<file path="src/rtl/muldiv_ctrl_pkg.sv">
// Shared constants, FSM state type and operand-signedness helpers for the RV32M
// multiply/divide controller. The divider is optional (macro RV32M_DIV_EN).
package muldiv_ctrl_pkg;

  localparam int XLEN = 32;

  localparam logic [2:0] MD_MUL    = 3'b000;
  localparam logic [2:0] MD_MULH   = 3'b001;
  localparam logic [2:0] MD_MULHSU = 3'b010;
  localparam logic [2:0] MD_MULHU  = 3'b011;
  localparam logic [2:0] MD_DIV    = 3'b100;
  localparam logic [2:0] MD_DIVU   = 3'b101;
  localparam logic [2:0] MD_REM    = 3'b110;
  localparam logic [2:0] MD_REMU   = 3'b111;

  localparam logic [5:0] MD_ITER = 6'd32;

  typedef enum logic [1:0] {
    MD_IDLE = 2'd0,
    MD_CALC = 2'd1,
    MD_FIX  = 2'd2,
    MD_DONE = 2'd3
  } md_state_e;

  function automatic logic rs1_signed(input logic [2:0] op);
    return (op == MD_MULH) || (op == MD_MULHSU) || (op == MD_DIV) || (op == MD_REM);
  endfunction

  function automatic logic rs2_signed(input logic [2:0] op);
    return (op == MD_MULH) || (op == MD_DIV) || (op == MD_REM);
  endfunction

endpackage

</file>
<file path="src/rtl/muldiv_iter.sv">
// Iteration registers for the shift-add multiplier and, with RV32M_DIV_EN, the
// restoring divider. acc holds {high, low} product or {remainder, quotient}.
module muldiv_iter
  import muldiv_ctrl_pkg::*;
(
  input  logic              clk,
  input  logic              rst,
  input  logic              load_i,
  input  logic              en_i,
`ifdef RV32M_DIV_EN
  input  logic              div_i,
`endif
  input  logic [XLEN-1:0]   a_i,
  input  logic [XLEN-1:0]   b_i,
  output logic [2*XLEN-1:0] acc_o
);

  logic [2*XLEN-1:0] acc_q;
  logic [2*XLEN-1:0] acc_d;
  logic [XLEN-1:0]   opnd_q;
  logic [XLEN:0]     add_s;
  logic [2*XLEN-1:0] mul_next_s;
`ifdef RV32M_DIV_EN
  logic              div_q;
  logic [XLEN:0]     trial_s;
  logic [XLEN:0]     diff_s;
`endif

  // One datapath step: multiplier adds on the low bit; divider shifts in the next dividend bit
  always_comb begin
    add_s      = {1'b0, acc_q[2*XLEN-1:XLEN]} + {1'b0, opnd_q};
    mul_next_s = acc_q[0] ? {add_s, acc_q[XLEN-1:1]}
                          : {1'b0, acc_q[2*XLEN-1:XLEN], acc_q[XLEN-1:1]};
    acc_d      = mul_next_s;
`ifdef RV32M_DIV_EN
    trial_s = {acc_q[2*XLEN-1:XLEN], acc_q[XLEN-1]};
    diff_s  = trial_s - {1'b0, opnd_q};
    if (div_q) begin
      if (!diff_s[XLEN]) begin
        acc_d = {diff_s[XLEN-1:0], acc_q[XLEN-2:0], 1'b1};
      end else begin
        acc_d = {trial_s[XLEN-1:0], acc_q[XLEN-2:0], 1'b0};
      end
    end else begin
      acc_d = mul_next_s;
    end
`endif
  end

  // Load operands on accept, then advance once per enabled cycle
  always_ff @(posedge clk) begin
    if (rst) begin
      acc_q  <= {(2*XLEN){1'b0}};
      opnd_q <= {XLEN{1'b0}};
`ifdef RV32M_DIV_EN
      div_q  <= 1'b0;
`endif
    end else if (load_i) begin
`ifdef RV32M_DIV_EN
      div_q  <= div_i;
      acc_q  <= {{XLEN{1'b0}}, (div_i ? a_i : b_i)};
      opnd_q <= div_i ? b_i : a_i;
`else
      acc_q  <= {{XLEN{1'b0}}, b_i};
      opnd_q <= a_i;
`endif
    end else if (en_i) begin
      acc_q <= acc_d;
    end
  end

  assign acc_o = acc_q;

endmodule

</file>
<file path="src/rtl/muldiv_ctrl.sv">
// RV32M multi-cycle multiply/divide controller: stalls the pipeline, sequences
// muldiv_iter, applies sign fixup. Divide support is built only with RV32M_DIV_EN.
module muldiv_ctrl
  import muldiv_ctrl_pkg::*;
(
  input  logic            clk,
  input  logic            rst,
  input  logic            id_ex_md_valid,
  input  logic [2:0]      id_ex_md_op,
  input  logic [XLEN-1:0] id_ex_rs1_data,
  input  logic [XLEN-1:0] id_ex_rs2_data,
  input  logic [4:0]      id_ex_rd_addr,
  input  logic            md_flush,
  output logic            md_stall,
  output logic            md_busy,
  output logic [XLEN-1:0] md_rd_data,
  output logic [4:0]      md_rd_addr,
  output logic            md_rd_wen
);

  md_state_e         state_q;
  logic [5:0]        cnt_q;
  logic [2:0]        op_q;
  logic [4:0]        rd_q;
  logic              neg_q;
  logic [XLEN-1:0]   rd_data_q;
  logic [4:0]        rd_addr_q;
  logic              accept_s;
  logic              a_neg_s;
  logic              b_neg_s;
  logic [XLEN-1:0]   a_mag_s;
  logic [XLEN-1:0]   b_mag_s;
  logic              special_s;
  logic [XLEN-1:0]   special_data_s;
  logic [XLEN-1:0]   fix_data_s;
  logic [2*XLEN-1:0] acc_s;
  logic [2*XLEN-1:0] prod_s;
`ifdef RV32M_DIV_EN
  logic              rem_neg_q;
  logic [XLEN-1:0]   quo_s;
  logic [XLEN-1:0]   rem_s;
`endif

  // Accept decision plus operand signs and magnitudes for the unsigned datapath
  always_comb begin
    accept_s = (state_q == MD_IDLE) && id_ex_md_valid && !md_flush;
    a_neg_s  = rs1_signed(id_ex_md_op) && id_ex_rs1_data[XLEN-1];
    b_neg_s  = rs2_signed(id_ex_md_op) && id_ex_rs2_data[XLEN-1];
    a_mag_s  = a_neg_s ? -id_ex_rs1_data : id_ex_rs1_data;
    b_mag_s  = b_neg_s ? -id_ex_rs2_data : id_ex_rs2_data;
  end

  // Divide ops that bypass iteration and complete in one cycle
  always_comb begin
    special_s      = 1'b0;
    special_data_s = 32'd0;
`ifdef RV32M_DIV_EN
    if (id_ex_md_op[2]) begin
      if (id_ex_rs2_data == 32'd0) begin
        special_s      = 1'b1;
        special_data_s = id_ex_md_op[1] ? id_ex_rs1_data : 32'hFFFF_FFFF;
      end else if (rs2_signed(id_ex_md_op) && (id_ex_rs1_data == 32'h8000_0000) &&
                   (id_ex_rs2_data == 32'hFFFF_FFFF)) begin
        special_s      = 1'b1;
        special_data_s = id_ex_md_op[1] ? 32'd0 : 32'h8000_0000;
      end else begin
        special_s      = 1'b0;
      end
    end else begin
      special_s = 1'b0;
    end
`else
    special_s = id_ex_md_op[2];
`endif
  end

  // Sign fixup and result selection used in FIX
  always_comb begin
    prod_s = neg_q ? -acc_s : acc_s;
`ifdef RV32M_DIV_EN
    quo_s  = neg_q ? -acc_s[XLEN-1:0] : acc_s[XLEN-1:0];
    rem_s  = rem_neg_q ? -acc_s[2*XLEN-1:XLEN] : acc_s[2*XLEN-1:XLEN];
`endif
    case (op_q)
      MD_MUL:                       fix_data_s = prod_s[XLEN-1:0];
      MD_MULH, MD_MULHSU, MD_MULHU: fix_data_s = prod_s[2*XLEN-1:XLEN];
`ifdef RV32M_DIV_EN
      MD_DIV, MD_DIVU:              fix_data_s = quo_s;
      MD_REM, MD_REMU:              fix_data_s = rem_s;
`endif
      default:                      fix_data_s = 32'd0;
    endcase
  end

  // Controller FSM with registered result and destination
  always_ff @(posedge clk) begin
    if (rst) begin
      state_q   <= MD_IDLE;
      cnt_q     <= 6'd0;
      op_q      <= 3'd0;
      rd_q      <= 5'd0;
      neg_q     <= 1'b0;
      rd_data_q <= 32'd0;
      rd_addr_q <= 5'd0;
`ifdef RV32M_DIV_EN
      rem_neg_q <= 1'b0;
`endif
    end else begin
      case (state_q)
        MD_IDLE: begin
          if (accept_s) begin
            op_q  <= id_ex_md_op;
            rd_q  <= id_ex_rd_addr;
            neg_q <= a_neg_s ^ b_neg_s;
            cnt_q <= 6'd0;
`ifdef RV32M_DIV_EN
            rem_neg_q <= a_neg_s;
`endif
            if (special_s) begin
              rd_data_q <= special_data_s;
              rd_addr_q <= id_ex_rd_addr;
              state_q   <= MD_DONE;
            end else begin
              state_q <= MD_CALC;
            end
          end
        end
        MD_CALC: begin
          if (md_flush) begin
            state_q <= MD_IDLE;
          end else begin
            cnt_q <= cnt_q + 6'd1;
            if (cnt_q == (MD_ITER - 6'd1)) begin
              state_q <= MD_FIX;
            end
          end
        end
        MD_FIX: begin
          if (md_flush) begin
            state_q <= MD_IDLE;
          end else begin
            rd_data_q <= fix_data_s;
            rd_addr_q <= rd_q;
            state_q   <= MD_DONE;
          end
        end
        MD_DONE: state_q <= MD_IDLE;
        default: state_q <= MD_IDLE;
      endcase
    end
  end

  muldiv_iter u_iter (
    .clk    (clk),
    .rst    (rst),
    .load_i (accept_s && !special_s),
    .en_i   (state_q == MD_CALC),
`ifdef RV32M_DIV_EN
    .div_i  (id_ex_md_op[2]),
`endif
    .a_i    (a_mag_s),
    .b_i    (b_mag_s),
    .acc_o  (acc_s)
  );

  assign md_stall   = id_ex_md_valid && (state_q != MD_DONE);
  assign md_busy    = (state_q != MD_IDLE);
  assign md_rd_data = rd_data_q;
  assign md_rd_addr = rd_addr_q;
  assign md_rd_wen  = (state_q == MD_DONE) && (rd_addr_q != 5'd0) && !md_flush;

endmodule

</file>
<file path="config.mk">
export PLATFORM = sky130hd
export DESIGN_NAME = muldiv_ctrl
export DESIGN_NICKNAME = d
export VERILOG_FILES = /design/src/rtl/muldiv_ctrl_pkg.sv /design/src/rtl/muldiv_iter.sv /design/src/rtl/muldiv_ctrl.sv
export SDC_FILE = /design/constraint.sdc
export NUM_CORES = 1
export LEC_CHECK = 0
export CELL_PAD_IN_SITES_DETAIL_PLACEMENT = 1
export CELL_PAD_IN_SITES_GLOBAL_PLACEMENT = 1
export CORE_MARGIN = 2
export CORE_UTILIZATION = 25
export CTS_CLUSTER_DIAMETER = 60
export DETAILED_ROUTE_END_ITERATION = 6
export GPL_ROUTABILITY_DRIVEN = 0
export PLACE_DENSITY = 0.62
export SYNTH_ARGS = -nofsm -noshare
export SYNTH_HDL_FRONTEND = slang
export SYNTH_HIERARCHICAL = 1
export SYNTH_SLANG_ARGS = --single-unit
export TNS_END_PERCENT = 1
</file>
<file path="constraint.sdc">
create_clock -name clk -period 4.7 [get_ports clk]
set_input_delay 1.175 -clock clk [delete_from_list [all_inputs] [get_ports clk]]
set_output_delay 1.175 -clock clk [all_outputs]
set_load 0.02 [all_outputs]
</file>
# After elaboration in Yosys (flattened, before gate mapping)
# Cells that the tools add are included.
[totals]
register_bits = 150
in_bits = 76
out_inout_bits = 40
word_cells = 85
[classes]
add_sub_neg = 5
n_eq_ne = 17
n_mux = 24
bitwise_logic = 1
n_reduce_logical = 28
[ops]
columns = ["op", "n"]
rows = [
  ["32-bit two-way mux", 7],
  ["64-bit two-way mux", 2],
  ["32-bit one-hot mux with 2 select lines", 2],
  ["32-bit negation", 2],
  ["64-bit negation", 1],
  ["32-bit by 32-bit adder with 33-bit output", 1],
  ["5-bit two-way mux", 3],
  ["6-bit two-way mux", 2],
  ["6-bit one-hot mux with 2 select lines", 1],
  ["2-bit two-way mux", 5],
  ["2-bit inequality test (second input constant)", 5],
  ["5-bit one-hot mux with 2 select lines", 1],
  ["3-bit by 2-bit equality test with 1-bit output (second input constant)", 3],
  ["1-bit logical AND", 8],
  ["2-bit one-hot mux with 4 select lines", 1],
  ["2-bit nonzero test", 4],
  ["6-bit by 1-bit adder with 6-bit output (second input constant)", 1],
  ["3-bit by 1-bit equality test with 1-bit output (second input constant)", 2],
  ["3-bit equality test (second input constant)", 2],
  ["6-bit by 5-bit equality test with 1-bit output (second input constant)", 1],
  ["1-bit logical OR", 5],
  ["5-bit nonzero test", 1],
  ["2-bit equality test (second input constant)", 2],
  ["2-bit AND reduction", 2],
  ["10 further kinds", 11],
]

# Longest topological paths before layout
# Gate-level depths: netlist (run 1).
[logic_depth]
ltp_word = 6
depth_mapped = 11
depth_no_buf = 11

# By module
# Netlist (run 1), hierarchy kept.
[by_module_without_submodules]
columns = ["mod", "instances", "cells_each", "area_each_um2", "seq_area_each_um2"]
rows = [
  ["muldiv_iter", 1, 722, 5960.7, 1921.8],
  ["muldiv_ctrl", 1, 787, 5736.8, 1081.0],
]

# Least setup slack after synthesis (run 1)
# No wires, ideal clock.
[synth_timing]
path_type = "input to register"
start = "in id_ex_rs2_data[12]"
end = "reg u_iter.acc_q[25] (netlist: u_iter/acc_o[25])"
setup_ns = 0.128
t_arrival_ns = 3.293
required_time_ns = 4.572
slack_ns = 1.280
path_stages = 8
n_path_buf = 0
path_cell_list = "or4_1 > or4_1 > nor4_2 > and3_1 > a21oi_1 > xor2_1 > a21oi_1 > nor2_1"
[synth_between]
elab_chain_cells = 3
[synth_rtl]
columns = ["item", "line", "rtl"]
rows = [
  ["start, declared", "muldiv_ctrl.sv:11", "input logic [XLEN-1:0] id_ex_rs2_data,"],
  ["32-bit negation", "muldiv_ctrl.sv:50", "b_mag_s = b_neg_s ? -id_ex_rs2_data : id_ex_rs2_data;"],
  ["32-bit two-way mux", "muldiv_ctrl.sv:50", ""],
  ["net b_mag_s[25]", "muldiv_ctrl.sv:32", "logic [XLEN-1:0] b_mag_s;"],
  ["32-bit two-way mux", "muldiv_iter.sv:58", "end else if (load_i) begin"],
  ["end signal, assigned", "muldiv_iter.sv:53", "acc_q <= {(2*XLEN){1'b0}};"],
  ["end signal, assigned", "muldiv_iter.sv:64", "acc_q <= {{XLEN{1'b0}}, b_i};"],
  ["end, declared", "muldiv_iter.sv:18", "logic [2*XLEN-1:0] acc_q;"],
]
# The timed path passes the listed nets, and every way through them passes these cells.
# A chain may end at the register's enable or synchronous reset.

# Final worst setup path (run 1)
# Ends and elaborated chain as after synthesis.

==> reports/qor.csv, run 1 <==
metric,value,unit
Post-DRT Antenna Nets,0,
crit path DAT,4.14,ns
largest net degree at the start of global routing,74,
clock-pin slew on the worst setup and hold paths,0.07,ns
HP Class,reg -> reg,
IO Count,116,
Die H,220,um
layout cell share with drive strength beyond 1,7.26,%
register area share after synthesis,25.7,%
final WL,44.5,mm
cells after synthesis,1509,
Clock Sinks,150,
nets,1656,
Yosys top cell area share,25.7,%
Final period util,81.1,%
drt drc,0,
Post-Syn Nets,1622,
Synth Flop Type,dfxtp_1,
synthesis-stage register bit count,150,
count of final hold-check violations,0,
Synth async-reset ratio,0,%
critical path capture point type,register,
clock root cell,clkbuf_16,
CTS tree,yes,
"EDFF count, synth",0,
clk_lat worst skew,0.45,ns
global-route usage over all layers,18.3,%
postcts setup bufs,0,
Netlist Area Pre-Place,0.0117,mm2
critical-path cell list,clkdlybuf4s50_1 -> or4_1 -> or4_1 -> nor4_2 -> and3_1 -> a21oi_1 -> xor2_1 -> a21oi_1 -> nor2_1,
slew margin rel.,28.2,%
synth warn,6,
total power,3.80,mW
CTS Buf Count,17,
R2R setup slack,1.41,ns
Lkg Pwr,5.21,nW
Buffers on Ports,115,
Worst setup SP type,input port,
first-pass GRT wire length,68.5,mm
Fmax achieved,262,MHz
via/cell ratio,5.36,
number of global-route vias before repair,11400,
critical path's slowest cell,or4_1,
grt ovf,0,
Initial DRC Count,796,
ranking of synthesized cells by area,"dfxtp_1 26%, mux2i_1 9.3%, nor2_1 6.7%",
"area leader, netlist",dfxtp_1,
Routed wire per std cell,20.6,um
maximum clock path buffer count,2,
crit path kind,in -> reg,
drt pass-1 iters,7,
total number of vias,11600,
Critical Path Fanout Max,6,
Antenna diodes,0,
Die ar.,0.0485,mm2
clk_skew,0.0133,ns
Site Rows,79,
max cap viols,0,
Layout area overhead,17.7,%
PwrDens,276,mW/mm2
Worst EP required,5.03,ns
Max VDD drop,0.268,mV
CP peak stage delay,0.61,ns
buffer and inverter count on the worst path,1,
min cycle time layout,3.81,ns
final setup fails,0,
initial antenna violation count,0,
RSZ-0062 raised after global routing,false,
initial core utilization,25.2,%
Setup Total Neg Slack,0,ns
Tightest Pin Transition,1.07,ns
critical path's top delay family,simple AND/OR/NAND/NOR gates,
Post-Syn Area per Cell,7.75,um2
cts hold-fix bufs,0,
die width,220,um
dpl hpwl,34.0,mm
H-Tree Level Count,4,
Yosys cell types,89,
CORE AREA,0.0464,mm2
post-CTS sizing,0,
"Slew Viols, Final",0,
status,"finished, final reports clean",
placed cells by master (no fill, tap or decap), types with 7 or more instances in the layout:
| cell | instances |
|---|---|
| mux2i_1 | 109 |
| or3_1 | 19 |
| nor3_1 | 45 |
| o21ai_0 | 60 |
| and4_1 | 10 |
| ha_1 | 36 |
| a21o_1 | 30 |
| nor4_1 | 22 |
| or4_1 | 23 |
| xor2_1 | 60 |
| dfxtp_1 | 149 |
| a211oi_1 | 24 |
| xnor2_1 | 55 |
| nand3_1 | 16 |
| nand2b_1 | 12 |
| a21oi_1 | 139 |
| o22ai_1 | 7 |
| a22oi_1 | 12 |
| clkdlybuf4s50_1 | 114 |
| nor2_1 | 207 |
| o31ai_1 | 25 |
| a211o_1 | 7 |
| buf_4 | 29 |
| or2_2 | 14 |
| a31oi_1 | 16 |
| inv_1 | 22 |
| nand2_1 | 93 |
| nand4_1 | 18 |
| o21ai_1 | 17 |
| clkbuf_16 | 17 |
cells in the mapped netlist, types with 17 or more instances:
cell      count
mux2i_1     109
xor2_1       60
clkbuf_1     74
dfxtp_1     150
nand2_1      93
o21ai_0      60
a211oi_1     24
a21oi_1     139
a21o_1       30
ha_1         36
buf_4        36
xnor2_1      55
or3_1        19
or4_1        23
nor2_1      208
o31ai_1      25
nand4_1      18
inv_1        22
nor3_1       45
nor4_1       22
o21ai_1      17
sequential cells by signal, summed over array words and instances (netlist names), 2 cells and up:
| signal | count |
|---|---|
| state_q | 2 |
| md_rd_addr | 5 |
| rd_q | 5 |
| md_rd_data | 32 |
| cnt_q | 6 |
| u_iter/opnd_q | 32 |
| u_iter/acc_o | 64 |
| op_q | 3 |
per-stage QoR:
stage	cells	util, %	hold WS [ns]	area (um2)	setup WS (ns)
after floorplan	1509	-	0.436	11700	1.28
after global placement	2131	28.5	0.442	13200	0.514
after detailed placement	2131	28.5	0.455	13200	0.476
after CTS	2163	29.7	0.464	13800	0.878
after global routing	2163	29.7	0.478	13800	0.703
final	2163	29.7	0.463	13800	0.888
metal layers:
layer / wire, um / global-route usage (%) / up-vias
met3: 1990 / 3.07 / 33
met5: 0 / 0 / -
met4: 601 / 4.36 / 0
li1: - / - / 5572
met1: 20800 / 24.5 / 5724
met2: 21200 / 30.8 / 273
power breakdown:
group | internal (mW) | total, mW | switching (mW)
registers | 1.32 | 1.41 | 0.0885
clock network | 0.756 | 1.36 | 0.604
logic | 0.391 | 1.04 | 0.645
final timing paths:
check	depth (start not counted)	start	to
worst max register to register	6	u_iter/acc_o[12]	md_rd_data[31]
worst min register to register	2	rd_q[1]	rd_q[1]
worst min-delay path	2	rd_q[1]	rd_q[1]
worst max-delay path	9	id_ex_rs2_data[12]	u_iter/acc_o[25]
worst reg2reg max path, stage by stage (launching register included):
cell,delay [ns]
dfxtp_1,0.41
nor4_1,0.71
nand4_1,0.44
or4_1,0.93
o41ai_4,0.38
nor2_1,0.09
a211o_1,0.23
cell type report:
class	instances	area [um2]
inverter	22	82.6
timing repair buffer	143	1360
tap	607	759
clock buffer	21	460
sequential	150	3000
multi-input combinational	1209	8000
fill	5514	32600
clock inverter	11	101
cells by family (layout without fill, tap and decap cells):
| family | Yosys count | count (layout) | share of synthesized area (%) |
|---|---|---|---|
| AO/OA/AOI/OAI | 416 | 416 | 23.5 |
| buffers and inverters | 150 | 197 | 6.13 |
| multiplexers | 112 | 112 | 9.62 |
| AND/OR/NAND/NOR | 529 | 529 | 22.5 |
| adder cells (fa/ha/maj) | 37 | 37 | 4.02 |
| flip-flops | 150 | 150 | 25.7 |
| XOR/XNOR | 115 | 115 | 8.61 |
Power figures use the tool's default switching activity.
==> run 2: changes to the inputs <==
clock period = 3.8 ns   (was 4.7 ns; I/O delays follow)
==> reports/qor.csv, run 2 (synthesis results as in run 1) <==
metric,value,unit,change
Fmax achieved,295,MHz,
Placement Setup Slack,-0.0324,ns,was 0.476 ns
maximum clock path buffer count,2,,unchanged
clock root cell,clkbuf_16,,unchanged
initial antenna violation count,0,,unchanged
status,"finished, final reports clean",,unchanged
Die ar.,0.0485,mm2,unchanged
HP Class,reg -> reg,,unchanged
final instance area,0.0141,mm2,was 0.0138 mm2
total power,4.85,mW,was 3.80 mW
layout cell share with drive strength beyond 1,8.79,%,was 7.26%
drt pass-1 iters,5,,was 7
post-CTS sizing,0,,unchanged
Initial DRC Count,674,,was 796
"commonest non-fill, non-tap cell in the layout",nor2_1,,unchanged
Critical Path Fanout Max,5,,was 6
clock-pin slew on the worst setup and hold paths,0.07,ns,about the same
global-route usage over all layers,18.5,%,was 18.3%
Site Rows,79,,unchanged
CORE AREA,0.0464,mm2,unchanged
postcts setup bufs,0,,unchanged
crit path DAT,3.72,ns,was 4.14 ns
Die H,220,um,unchanged
post-placement cell area,0.0135,mm2,was 0.0132 mm2
Worst EP required,4.13,ns,was 5.03 ns
min cycle time layout,3.39,ns,
Clock Sinks,150,,unchanged
nets,1681,,was 1656
via/cell ratio,5.35,,was 5.36
Setup Total Neg Slack,0,ns,unchanged
"Worst Setup Slack, final",0.408,ns,was 0.888 ns
die width,220,um,unchanged
count of final hold-check violations,0,,unchanged
Post-DRT Antenna Nets,0,,unchanged
Buffers on Ports,115,,unchanged
most frequent cells in the layout,"207 x nor2_1, 149 x dfxtp_1, 139 x a21oi_1, 114 x clkdlybuf4s50_1, 109 x mux2i_1",,unchanged
final setup fails,0,,unchanged
cts hold-fix bufs,0,,unchanged
initial core utilization,25.2,%,unchanged
dpl hpwl,34.5,mm,was 34.0 mm
crit path kind,in -> reg,,unchanged
Critical Path Source,id_ex_rs2_data[12],,unchanged
number of global-route vias before repair,11800,,was 11.4k
Antenna diodes,0,,unchanged
CTS tree,yes,,unchanged
PwrDens,345,mW/mm2,was 276 mW/mm2
Worst setup SP type,input port,,unchanged
total number of vias,11700,,was 11.6k
Routed wire per std cell,20.6,um,about the same
grt ovf,0,,unchanged
first-pass GRT wire length,69.7,mm,was 68.5 mm
origin of the critical flop-to-flop path,u_iter/opnd_q[0],,was u_iter/acc_o[12]
Layout area overhead,20.2,%,was 17.7%
Tightest Pin Transition,0.862,ns,was 1.07 ns
number of flip-flops under the largest register name,64,,unchanged
Lkg Pwr,5.38,nW,was 5.21 nW
drt drc,0,,unchanged
HP Start,rd_q[4],,was rd_q[1]
"Slew Viols, Final",0,,unchanged
clk_skew,0.0187,ns,was 0.0133 ns
final WL,45.1,mm,was 44.5 mm
CTS Buf Count,17,,unchanged
Max VDD drop,0.317,mV,was 0.268 mV
critical path capture point type,register,,unchanged
Final period util,89.3,%,
clk_lat worst skew,0.45,ns,about the same
RSZ-0062 raised after global routing,false,,unchanged
max cap viols,0,,unchanged
H-Tree Level Count,4,,unchanged
final hold slack,0.459,ns,was 0.463 ns
IO Count,116,,unchanged
slew margin rel.,42.0,%,was 28.2%
largest net degree at the start of global routing,97,,was 74
run 2: worst max-delay path: stages:
cell and delay [ns]:
clkdlybuf4s50_1 0.46, or4_1 0.56, or4_1 0.49, nor4_2 0.41
and3_1 0.35, a21oi_1 0.12, xor2_1 0.18, a21oi_1 0.16
nor2_1 0.05
run 2: cell type report:
class                           count  area (um2)
Clock inverter                     12         141
Multi-Input combinational cell   1209        8000
Tap cell                          607         759
Timing Repair Buffer              168        1620
Inverter                           22        82.6
Sequential cell                   150        3000
Fill cell                        5526       32300
Clock buffer                       20         457
run 2: path summary, 6_finish.rpt:
kind                           end  slack, ns  depth (start not counted)
setup / recovery  u_iter/acc_o[25]       0.41                          9
hold / removal             rd_q[4]       0.46                          2
setup reg to reg  u_iter/acc_o[59]       0.54                         11
hold reg to reg            rd_q[4]       0.46                          2
run 2: routing by layer:
layer | global-route usage [%] | share of wire [%] | vias up
met1 | 24.7 | 47 | 5770
met5 | 0 | 0 | -
met3 | 2.80 | 4.0 | 45
met4 | 5.77 | 2.3 | 0
met2 | 30.7 | 47 | 257
li1 | - | - | 5635
run 2: stage by stage:
stage          std cells  util, %
6_report            2188     30.3
5_1_grt             2188     30.3
4_1_cts             2188     30.3
3_5_place_dp        2156     29.0
3_3_place_gp        2156     29.0
2_1_floorplan       1509        -
run 2: where the power goes:
| part | internal, mW | switching (mW) |
|---|---|---|
| Combinational | 0.510 | 0.814 |
| Clock | 1.01 | 0.785 |
| Sequential | 1.63 | 0.0982 |
| Total | 3.15 | 1.70 |
==> run 3: changes to the inputs <==
CAP_MARGIN = 20   (was default)
==> results of run 3 <==
Final layout, timing and power as in run 2 (identical DEF).
